[src/rtl/uart_tx_arbiter.sv]
// uart_tx_arbiter: shares one uart_tx serializer between NUM_REQ requesters.
// Requesters are served in round-robin order, one byte per valid/ready handshake.
// Each accepted byte is launched with a single-cycle data_valid strobe.
// The arbiter then follows uart_tx busy and pulses frame_done at the end of every frame.
// Optional macro UART_ARB_TIMEOUT_EN adds a watchdog on the busy rise.
// The watchdog sets the sticky flag timeout_err when it expires.
// Without the macro, timeout_err is tied low and no counter is built.
module uart_tx_arbiter #(
    parameter int DATA_WIDTH   = 8,
    parameter int NUM_REQ      = 4,
    parameter int BUSY_TIMEOUT = 16,
    localparam int GW = (NUM_REQ > 1) ? $clog2(NUM_REQ) : 1
) (
    input  logic                          clk,
    input  logic                          res_n,
    input  logic [NUM_REQ-1:0]            req_valid,
    input  logic [NUM_REQ*DATA_WIDTH-1:0] req_data,
    output logic [NUM_REQ-1:0]            req_ready,
    input  logic                          cfg_par_en,
    input  logic                          cfg_par_typ,
    output logic [DATA_WIDTH-1:0]         p_data,
    output logic                          data_valid,
    output logic                          par_en,
    output logic                          par_typ,
    input  logic                          busy,
    output logic [GW-1:0]                 grant_id,
    output logic                          frame_done,
    output logic                          timeout_err
);

    typedef enum logic [1:0] {IDLE, LAUNCH, WAIT_BUSY, WAIT_DONE} state_t;

    state_t        state;
    logic [GW-1:0] rr_ptr;
    logic [GW-1:0] winner;
    logic [GW-1:0] next_ptr;
    logic          any_req;
    logic          grant;

    // Reject parameter values that would produce a meaningless arbiter
    if (NUM_REQ < 1 || NUM_REQ > 8 || BUSY_TIMEOUT < 1 || DATA_WIDTH < 1) begin : g_bad_param
        $error("uart_tx_arbiter: illegal parameter combination");
    end

    // Round-robin pick: scanning offsets from high to low leaves the closest valid requester at or after rr_ptr
    always_comb begin
        winner  = '0;
        any_req = 1'b0;
        for (int i = NUM_REQ - 1; i >= 0; i--) begin
            if (req_valid[(int'(rr_ptr) + i) % NUM_REQ]) begin
                any_req = 1'b1;
                winner  = GW'((int'(rr_ptr) + i) % NUM_REQ);
            end
        end
    end

    // Handshake is only offered while idle and the serializer is free; at most one ready bit
    always_comb begin
        grant     = (state == IDLE) && !busy && any_req;
        req_ready = grant ? (NUM_REQ'(1) << winner) : '0;
        next_ptr  = (int'(winner) == NUM_REQ - 1) ? '0 : GW'(int'(winner) + 1);
    end

`ifdef UART_ARB_TIMEOUT_EN
    localparam int CW = $clog2(BUSY_TIMEOUT + 1);
    logic [CW-1:0] to_cnt;
`else
    assign timeout_err = 1'b0;
`endif

    // Frame sequencer: latches the accepted word, strobes the launch and tracks busy through the frame
    always_ff @(posedge clk or negedge res_n) begin
        if (!res_n) begin
            state      <= IDLE;
            rr_ptr     <= '0;
            p_data     <= '0;
            par_en     <= 1'b0;
            par_typ    <= 1'b0;
            grant_id   <= '0;
            data_valid <= 1'b0;
            frame_done <= 1'b0;
`ifdef UART_ARB_TIMEOUT_EN
            to_cnt      <= '0;
            timeout_err <= 1'b0;
`endif
        end else begin
            data_valid <= 1'b0;
            frame_done <= 1'b0;
            case (state)
                IDLE: begin
                    if (grant) begin
                        p_data     <= req_data[int'(winner)*DATA_WIDTH +: DATA_WIDTH];
                        par_en     <= cfg_par_en;
                        par_typ    <= cfg_par_typ;
                        grant_id   <= winner;
                        rr_ptr     <= next_ptr;
                        data_valid <= 1'b1;
                        state      <= LAUNCH;
                    end
                end
                LAUNCH: begin
`ifdef UART_ARB_TIMEOUT_EN
                    to_cnt <= '0;
`endif
                    state <= WAIT_BUSY;
                end
                WAIT_BUSY: begin
                    if (busy) begin
                        state <= WAIT_DONE;
                    end
`ifdef UART_ARB_TIMEOUT_EN
                    else if (to_cnt == CW'(BUSY_TIMEOUT - 1)) begin
                        // Serializer never picked the word up: abandon it without frame_done
                        timeout_err <= 1'b1;
                        state       <= IDLE;
                    end else begin
                        to_cnt <= to_cnt + 1'b1;
                    end
`endif
                end
                WAIT_DONE: begin
                    if (!busy) begin
                        frame_done <= 1'b1;
                        state      <= IDLE;
                    end
                end
                default: state <= IDLE;
            endcase
        end
    end

endmodule

[config.mk]
export PLATFORM = sky130hd
export DESIGN_NAME = uart_tx_arbiter
export DESIGN_NICKNAME = d
export VERILOG_FILES = /design/src/rtl/uart_tx_arbiter.sv
export SDC_FILE = /design/constraint.sdc
export NUM_CORES = 1
export LEC_CHECK = 0
export BUFFER_PORTS_ARGS = -buffer_cell sky130_fd_sc_hd__buf_4
export CORE_MARGIN = 2
export CORE_UTILIZATION = 48
export DETAILED_ROUTE_END_ITERATION = 8
export GPL_TIMING_DRIVEN = 0
export PLACE_DENSITY_LB_ADDON = 0.3
export SLEW_MARGIN = 30
export SYNTH_ARGS = -nofsm -noshare
export SYNTH_HDL_FRONTEND = slang
export SYNTH_SLANG_ARGS = --single-unit
[constraint.sdc]
create_clock -name clk -period 3.5 [get_ports clk]
set_clock_uncertainty 0.1 [all_clocks]
set_input_delay 0.525 -clock clk [delete_from_list [all_inputs] [get_ports clk]]
set_output_delay 0.525 -clock clk [all_outputs]
set_load 0.005 [all_outputs]
* Word-level counts from Yosys, hierarchy flattened
Cells that the tools add are included.
** Storage, ports and cells
- Input port bits :: 41
- Logic and storage cells :: 66
- Flip-flop bits (word level) :: 18
- Output and inout bits :: 19
** Cells by class
- $add $sub $neg :: 4
- Reduce and logical (&&, ||, !) cells :: 9
- Bitwise logic cells :: 3
- Eq/ne operators :: 7
- Shift-type cells :: 2
- Mux-type cells :: 29
- Magnitude comparators :: 4
** Operators with widths (number)
- indexed part select 32 x 6 -> 8 bit :: 1
- two-way mux 2 bit :: 8
- two-way mux 1 bit :: 15
- less-than comparator 3 x 4 -> 1 bit (second input constant) :: 3
- binary-select mux 1 bit (select 2 bit) :: 4
- one-hot mux 2 bit (4 select lines) :: 1
- != test 2 bit (second input constant) :: 3
- OR reduction 2 bit :: 3
- adder 2 x 1 -> 2 bit (second input constant) :: 2
- adder 2 bit (second input constant) :: 2
- equality test 2 x 1 -> 1 bit (second input constant) :: 2
- equality test 2 bit (second input constant) :: 2
- two-way mux 4 bit :: 1
- left shift 1 x 2 -> 4 bit (first input constant) :: 1
- bitwise AND 1 bit (first input constant) :: 3
- less-than comparator 2 x 3 -> 1 bit (second input constant) :: 1
- AND reduction 3 bit :: 1
- logical AND 1 bit :: 2
- logical NOT 2 bit :: 1
- AND reduction 2 bit :: 1
- logical NOT 1 bit :: 1

* Longest topological paths before layout
Gate-level depths: netlist of the first run.
- Depth in word-level cells :: 13
- Gate-level depth with buffers :: 7
- Mapped depth without buffers :: 7

* Least setup slack after synthesis of the first run
No wires, ideal clock.
- Path kind :: input port to output port
- Start point :: input req_valid[1]
- End point :: output req_ready[0]
- Cell stages on the path :: 5
- Path buffers :: 1
- Setup slack :: 1.333 ns
- Required time :: 2.875 ns
- Arrival :: 1.542 ns
- Cell sequence :: or4_1 nand3b_1 inv_1 clkbuf_1 and2_1
** On the way
- Cells in the longest elaborated chain, start to end :: 9
- Elaborated cells between the ends (all ways) :: 22
- Those cells by class :: shift (1); mux (20); reduce/logical (1)
** Ends and longest elaborated chain
- start, declared :: RTL line 16 : input logic [NUM_REQ-1:0] req_valid,
- binary-select mux 1 bit (select 2 bit) :: RTL line 50 : if (req_valid[(int'(rr_ptr) + i) % NUM_REQ]) begin
- two-way mux 1 bit (not written as such) (2 in a row) :: RTL line 50
- two-way mux 2 bit or two-way mux 1 bit (tied branches) (4 in a row) :: RTL line 50
- left shift 1 x 2 -> 4 bit or logical AND 1 bit (tied branches) :: RTL line 60, 59
- two-way mux 4 bit * :: RTL line 60 : req_ready = grant ? (NUM_REQ'(1) << winner) : '0;
- end, declared :: RTL line 18 : output logic [NUM_REQ-1:0] req_ready,
Mark *: on every way between the ends. The rest lies on a longest branch, timed or not. The select of a mux whose other input is x is not followed.

* Worst setup path after layout of the first run
- Start point :: register rr_ptr[1]
- End point :: output req_ready[2]
** On the way
- Cells in the longest elaborated chain, start to end :: 10
- Elaborated cells between the ends (all ways) :: 25
- Those cells by class :: add/sub (3); shift (1); mux (20); reduce/logical (1)
** Ends and longest elaborated chain
- start, declared :: RTL line 34 : logic [GW-1:0] rr_ptr;
- start signal, assigned :: RTL line 96 : rr_ptr <= next_ptr;
- adder 2 bit :: RTL line 50
- binary-select mux 1 bit (select 2 bit) :: RTL line 50
- two-way mux 1 bit (not written as such) (2 in a row) :: RTL line 50
- two-way mux 2 bit (3 in a row) :: RTL line 50
- two-way mux 2 bit * :: RTL line 50
- net winner[0] :: RTL line 35 : logic [GW-1:0] winner;
- left shift 1 x 2 -> 4 bit * :: RTL line 60
- two-way mux 4 bit * :: RTL line 60
Mark *: on every way through the listed nets, which the timed path passes. The rest lies on a longest branch. The select of a mux whose other input is x is not followed.

==> flow_summary.json, run 1 <==
{
  "outcome": "completed",
  "die_h_um": 53.6,
  "dp_hpwl_um": 2390,
  "grt_pass1_wl_um": 4860,
  "fp.dieW_um": 53.6,
  "maxSlewHeadroom_pct": 48.2,
  "gp_congestion": 0.845,
  "clkLatencyLatePin_ps": 300,
  "firstDrtPassIters": 4,
  "power_density_nw_per_um2": 633,
  "synth_area_sq_um": 1180,
  "post-route-util_pct": 74.5,
  "tightest_slew_ps": 774,
  "wl_met3_um": 224,
  "worstPathCellList": "nand2b_1 -> a21oi_2 -> nor2_4 -> inv_4 -> ha_1 -> and2_1 -> buf_4",
  "netSwitchingPower_w": 0.000406,
  "combPwrFrac_pct": 54.2,
  "post_cts_resized": 0,
  "ys_seq_elements": 18,
  "design_area_sq_um": 1700,
  "hold_viol_final": 0,
  "postRouteAntennaNets": 0,
  "vias_per_cell": 5.57,
  "netSwitchingFraction_pct": 37.8,
  "syn2layout_area_growth_pct": 43.8,
  "cts_max_level": 1,
  "diodes": 0,
  "slowest_stage": "dfrtp_1",
  "yosysSeqAreaShare_pct": 38.2,
  "portBuffers": 58,
  "setup_violations": 0,
  "cts_sinks": 18,
  "dr_wl_met2_um": 1520,
  "wl_per_cell_um": 14.3,
  "synth_warnings": 0,
  "mostFrequentLayoutCells": "59 x buf_4, 18 x dfrtp_1, 15 x nand2_1",
  "cpPeakStageDelay_ps": 460,
  "cp-start-kind": "register",
  "power.leakage_nw": 0.880,
  "seqPwrFrac_pct": 33.6,
  "topRoutingLayerUsed": "met4",
  "drv_cap": 0,
  "root_buffer": "clkbuf_4",
  "coreArea_sq_um": 2280,
  "finalSetupTns_ps": 0,
  "cp-end-kind": "primary output",
  "layout.nets": 236,
  "worstPathArrival_ps": 2040,
  "cts_inserted_buffers": 3,
  "route.detailed.drc": 0,
  "final.period_utilization_pct": 76.1,
  "ys_types": 35,
  "syn_inst": 123,
  "cts_tree": "done",
  "hp-class": "primary input to register",
  "syn_area_per_cell_sq_um": 9.58,
  "cts.clk_slew.worst_paths_ps": 110,
  "clockBufferDepth": 2,
  "ios": 60,
  "dieArea_sq_um": 2870,
  "grt_pass1_vias": 1155,
  "grt_antenna_before_repair": 0,
  "min_period_ps": 2660,
  "worstPathMaxFanout": 11,
  "grt_max_degree": 19,
  "power.internal_w": 0.000667,
  "holdBufCountCts": 1,
  "drive_above_1_share_pct": 39.8,
  "vdd.ir_drop.worst_uv": 510,
  "critPathRequiredTime_ps": 2870,
  "start_util_pct": 51.8,
  "routed_wl_um": 3070,
  "yosys.area.top_type": "dfrtp_1",
  "hold_ws_ps": 290,
  "final_common_cell": "buf_4",
  "place_ws_ps": 950,
  "fill_cells": 170,
  "yosys-top-cells-area": "dfrtp_1 38%, ha_1 8.5%, mux2_4 5.1%, nand2_1 4.8%, a221o_1 4.2%",
  "core.rowCount": 17,
  "setup_slack_ps": 837,
  "crit_type": "register to primary output",
  "post_cts_buffers": 0,
  "grt_remaining_overflow": 0,
  "synth.top_cell.area_share_pct": 38.2,
  "rsz0062_at_grt": "no",
  "grt_usage_pct": 23.2,
  "synthesis.nets": 172,
  "drv_slew": 0,
  "placed_cell_area_sq_um": 1650,
  "first_iter_violations": 19,
  "wl_met1_um": 1270,
  "pwr-share-clk_pct": 12.1,
  "max_freq_ghz": 0.375,
  "vias": 1191
}
power groups by stage:
| stage | registers (W) | logic, W | clock network (W) |
|---|---|---|---|
| 3_5_place_dp | 0.000364 | 0.000586 | 0 |
| 2_1_floorplan | 0.000360 | 0.000351 | 0 |
| 4_1_cts | 0.000360 | 0.000588 | 0.000132 |
| 5_1_grt | 0.000375 | 0.000654 | 0.000144 |
| 3_3_place_gp | 0.000358 | 0.000561 | 0 |
| 6_report | 0.000361 | 0.000582 | 0.000130 |
per-layer routing:
metal	global-route usage [%]	vias up
li1	-	571
met5	0	-
met2	42.0	56
met3	3.06	7
met4	9.40	0
met1	27.6	557
synthesized netlist by cell type, drive strengths merged:
cell	n
nor3b	1
nand3b	1
and3b	1
a31oi	1
o211ai	4
nor2	6
or2b	1
clkbuf	1
nor2b	2
and2	4
nand3	8
nand2b	2
o21ai	10
a221o	5
mux2	5
dfrtp	18
inv	5
conb	1
ha	8
a31o	1
nor3	1
nand2	15
mux2i	4
a21oi	7
or4	1
a211oi	1
buf	3
a21o	2
a211o	4
sequential cells by signal, summed over array words and instances (netlist names):
register    count
p_data          8
frame_done      1
par_typ         1
state           2
data_valid      1
rr_ptr          2
par_en          1
grant_id        2
final timing paths:
path                       startpoint      endpoint  slack, ps  depth (start not counted)
max                         rr_ptr[1]  req_ready[2]        840                          7
min                              busy    frame_done        290                          2
max reg2reg                 rr_ptr[1]     p_data[7]       1300                          6
min reg2reg                   par_typ       par_typ        390                          2
max in group asynchronous       res_n     rr_ptr[0]       2570                          2
min in group asynchronous       res_n     rr_ptr[1]        520                          2
worst max-delay path, delay by kind of cell, from the launching register on:
kind	cells	cell delay, ps
compound gates	1	400
fa+ha+maj	1	170
buf+inv	2	280
flops	1	460
simple gates	3	410
cell type report:
class                      count  area, sq um  share of cell area, %
timing repair buffer          59          445                   26.3
tap                           28         35.0                   2.07
inverter                       5         21.3                   1.25
sequential                    18          450                   26.6
multi-input combinational     96          686                   40.4
buffer                         4         21.3                   1.25
clock buffer                   4         36.3                   2.14
per-stage QoR:
step | total power [W] | instances
floorplan | 0.000711 | 123
detailed placement | 0.000949 | 209
CTS | 0.00108 | 214
global placement | 0.000919 | 209
finish | 0.00107 | 214
global route | 0.00117 | 214
cell families after synthesis:
| kind of cell | Yosys count | share of synthesized area (%) |
|---|---|---|
| AOI/OAI and AO/OA | 35 | 21.2 |
| other | 1 | 0.318 |
| muxes | 9 | 9.45 |
| and+or+nand+nor | 43 | 18.7 |
| adders and majority gates | 8 | 8.49 |
| buffers and inverters | 9 | 3.61 |
| DFF | 18 | 38.2 |
Power figures use the tool's default switching activity.
==> run 2: changes to the inputs <==
--- a/config.mk
+++ b/config.mk
@@ -5,6 +5,7 @@
 export SDC_FILE = /design/constraint.sdc
 export NUM_CORES = 1
 export LEC_CHECK = 0
+export ABC_AREA = 1
 export BUFFER_PORTS_ARGS = -buffer_cell sky130_fd_sc_hd__buf_4
 export CORE_MARGIN = 2
 export CORE_UTILIZATION = 48
==> constraint.sdc (replaced) <==
create_clock -name clk -period 2.5 [get_ports clk]
set_clock_uncertainty 0.1 [all_clocks]
set_input_delay 0.375 -clock clk [delete_from_list [all_inputs] [get_ports clk]]
set_output_delay 0.375 -clock clk [all_outputs]
set_load 0.005 [all_outputs]
==> run 2 against run 1 <==
Clock-buffer cell count is the same. Sequential share of layout area shrank 6.4 points. Core utilization grew 0.59 points. Largest power group unchanged. Die area grew 23%. Final area grew 32%. Hold slack lost 150 ps. The flow now finishes with violations (negative setup slack). Synthesized cell count grew 76%. Critical path depth grew 4. Largest cell class unchanged.
==> flow_summary.json, run 2 <==
{
  "power_density_nw_per_um2": 1330,
  "power.leakage_nw": 1.30,
  "rsz0062_at_grt": "yes",
  "regMostFlops": "p_data",
  "netSwitchingFraction_pct": 46.8,
  "coreArea_sq_um": 2980,
  "grt_remaining_overflow": 0,
  "vias": 1581,
  "violations": "negative setup slack",
  "vias_per_cell": 4.76,
  "seqPwrFrac_pct": 17.2,
  "wl_per_cell_um": 11.8,
  "diodes": 0,
  "synthesis.nets": 265,
  "dp_hpwl_um": 2610,
  "synth_area_sq_um": 1470,
  "outcome": "finished with violations",
  "ff2ff_setup_slack_ps": 60,
  "core.rowCount": 20,
  "grt_pass1_vias": 1428,
  "clkLatencyLatePin_ps": 290,
  "die_h_um": 59.3,
  "min_to": "frame_done",
  "fp.dieW_um": 59.3,
  "hold_viol_final": 0,
  "placed_cells": 307,
  "syn2layout_area_growth_pct": 52.3,
  "min_from": "busy",
  "drive_above_1_share_pct": 41.8,
  "cp-start-kind": "register",
  "setup_slack_ps": -11.5,
  "hp-class": "primary input to register",
  "met1_usage_pct": 29.1,
  "cts_tree": "done",
  "portBuffers": 58,
  "syn_area_per_cell_sq_um": 6.79,
  "postRouteAntennaNets": 0,
  "cts.clk_slew.worst_paths_ps": 100,
  "cp-end-kind": "primary output",
  "cts_max_level": 1,
  "start_util_pct": 49.3,
  "holdPathStages": 2,
  "grt_antenna_before_repair": 0,
  "cts_sinks": 18,
  "setup_violations": 2,
  "largest_reg_flops": 8,
  "netSwitchingPower_w": 0.00139,
  "vdd.ir_drop.worst_uv": 561,
  "synth_most_common_cell": "nand2_1",
  "synth_warnings": 0,
  "gp_congestion": 0.786,
  "worstPathArrival_ps": 2040,
  "power.internal_w": 0.00158,
  "synth-edff-count": 0,
  "layout.nets": 349,
  "dieArea_sq_um": 3520,
  "r2r-end": "p_data[7]",
  "pwr-share-clk_pct": 6.3,
  "ys_types": 22,
  "yosys.area.top_type": "dfrtp_1",
  "hold_ws_ps": 144,
  "cts_inserted_buffers": 3,
  "first_iter_violations": 64,
  "r2r_cells": 16,
  "yosys-top-cells-area": "dfrtp_1 31%, nand2_1 16%, inv_1 11%, nand3_1 10%, ha_1 6.8%",
  "rr_startpoint": "rr_ptr[0]",
  "post-route-util_pct": 75.1,
  "crit_type": "register to primary output",
  "ys_seq_elements": 18,
  "final_common_cell": "buf_4",
  "route.detailed.drc": 0,
  "final.period_utilization_pct": 100,
  "grt_pass1_wl_um": 6020,
  "stdcell_count": 332,
  "async_reset_ff_share_pct": 100,
  "root_buffer": "clkbuf_4",
  "drv_slew": 0,
  "clockBufferDepth": 2,
  "ios": 60,
  "min_period_ps": 2510,
  "max_freq_ghz": 0.398,
  "yosys-top-cells-count": "61 x nand2_1, 42 x inv_1, 30 x nand3_1",
  "fill_cells": 227,
  "firstDrtPassIters": 4,
  "routed_wl_um": 3920,
  "synth.top_cell.area_share_pct": 30.7,
  "drv_cap": 0,
  "ys.flop_type": "dfrtp_1",
  "critPathRequiredTime_ps": 2030,
  "combPwrFrac_pct": 76.5,
  "worstPathMaxFanout": 5,
  "use_met3_pct": 3.28,
  "grt_max_degree": 19,
  "yosysSeqAreaShare_pct": 30.7,
  "mostFrequentLayoutCells": "80 x buf_4, 58 x nand2_1, 40 x inv_1",
  "syn_inst": 216,
  "grt_use_met2_pct": 37.5,
  "grt_usage_pct": 22.5,
  "top_usage_layer": "met2"
}
-- run 2: changes by cell type after synthesis, moves of 5 or more --
cell | before | now
a221o_1 | 5 | 0
inv_1 | 4 | 42
nand2_1 | 15 | 61
nand2_2 | 0 | 7
nand3_1 | 8 | 30
nor2_1 | 5 | 14
o21ai_0 | 9 | 3
-- run 2: kinds of logic after synthesis --
kind of cell    Yosys count  synth area share [%]
fa+ha+maj                 8                  6.82
flops                    18                  30.7
simple gates            129                  43.4
buf+inv                  51                  14.8
other cells               1                 0.256
compound gates            9                  4.01
-- run 2: repair_timing --
item	in CTS	in global routing
gates resized for setup	8	15
setup endpoints to repair	4	5
cloned	0	1
setup buffers	12	7
pin swaps	4	9
endpoints found under the hold margin	18	0
hold buffers	1	0
-- run 2: final cells by class --
| type | instances | area (sq um) | area share [%] |
|---|---|---|---|
| Buffer | 5 | 52.6 | 2.35 |
| Clock buffer | 4 | 36.3 | 1.62 |
| Inverter | 46 | 176 | 7.89 |
| Multi-Input combinational cell | 147 | 882 | 39.5 |
| Sequential cell | 18 | 452 | 20.2 |
| Tap cell | 33 | 41.3 | 1.85 |
| Timing Repair Buffer | 79 | 596 | 26.6 |
-- run 2: critical path: stages, from the launching register on --
cell	delay, ps
dfrtp_1	430
buf_4	180
o21ai_4	130
nand2_2	100
nand3_4	120
nand3_4	120
nand2_8	120
clkinvlp_4	110
ha_2	190
inv_1	70
nor2_1	50
buf_4	130
-- run 2: routing by layer --
layer  up-vias  routed length [um]
met5         -                   0
met4         0                  59
met3         6                 163
met2        42                2090
met1       723                1600
li1        810                   -
-- run 2: worst max path at each step --
stage | start | endpoint | slack [ps] | cells after the start
after floorplan | rr_ptr[0] | req_ready[3] | 490 | 10
after global placement | req_valid[3] | req_ready[3] | 190 | 13
after detailed placement | req_valid[3] | req_ready[3] | 190 | 13
after CTS | rr_ptr[0] | req_ready[3] | 8 | 12
after global routing | rr_ptr[0] | req_ready[2] | -130 | 12
final | rr_ptr[0] | req_ready[2] | -10 | 11
-- run 2: metrics by stage --
stage / setup WS, ps / cell area, sq um / TNS [ps] / power [W]
after floorplan: 495 / 1470 / 0 / 0.00170
after global placement: 186 / 1940 / 0 / 0.00214
after detailed placement: 191 / 1940 / 0 / 0.00216
after CTS: 7.69 / 2120 / 0 / 0.00274
after global routing: -126 / 2240 / -528 / 0.00325
final: -11.5 / 2240 / -16.4 / 0.00297
-- run 2: power groups by stage --
stage,sequential [W],clock (W),combinational [W]
after floorplan,0.000511,0,0.00119
after global placement,0.000511,0,0.00163
after detailed placement,0.000513,0,0.00164
after CTS,0.000510,0.000190,0.00204
after global routing,0.000528,0.000202,0.00252
final,0.000512,0.000186,0.00227
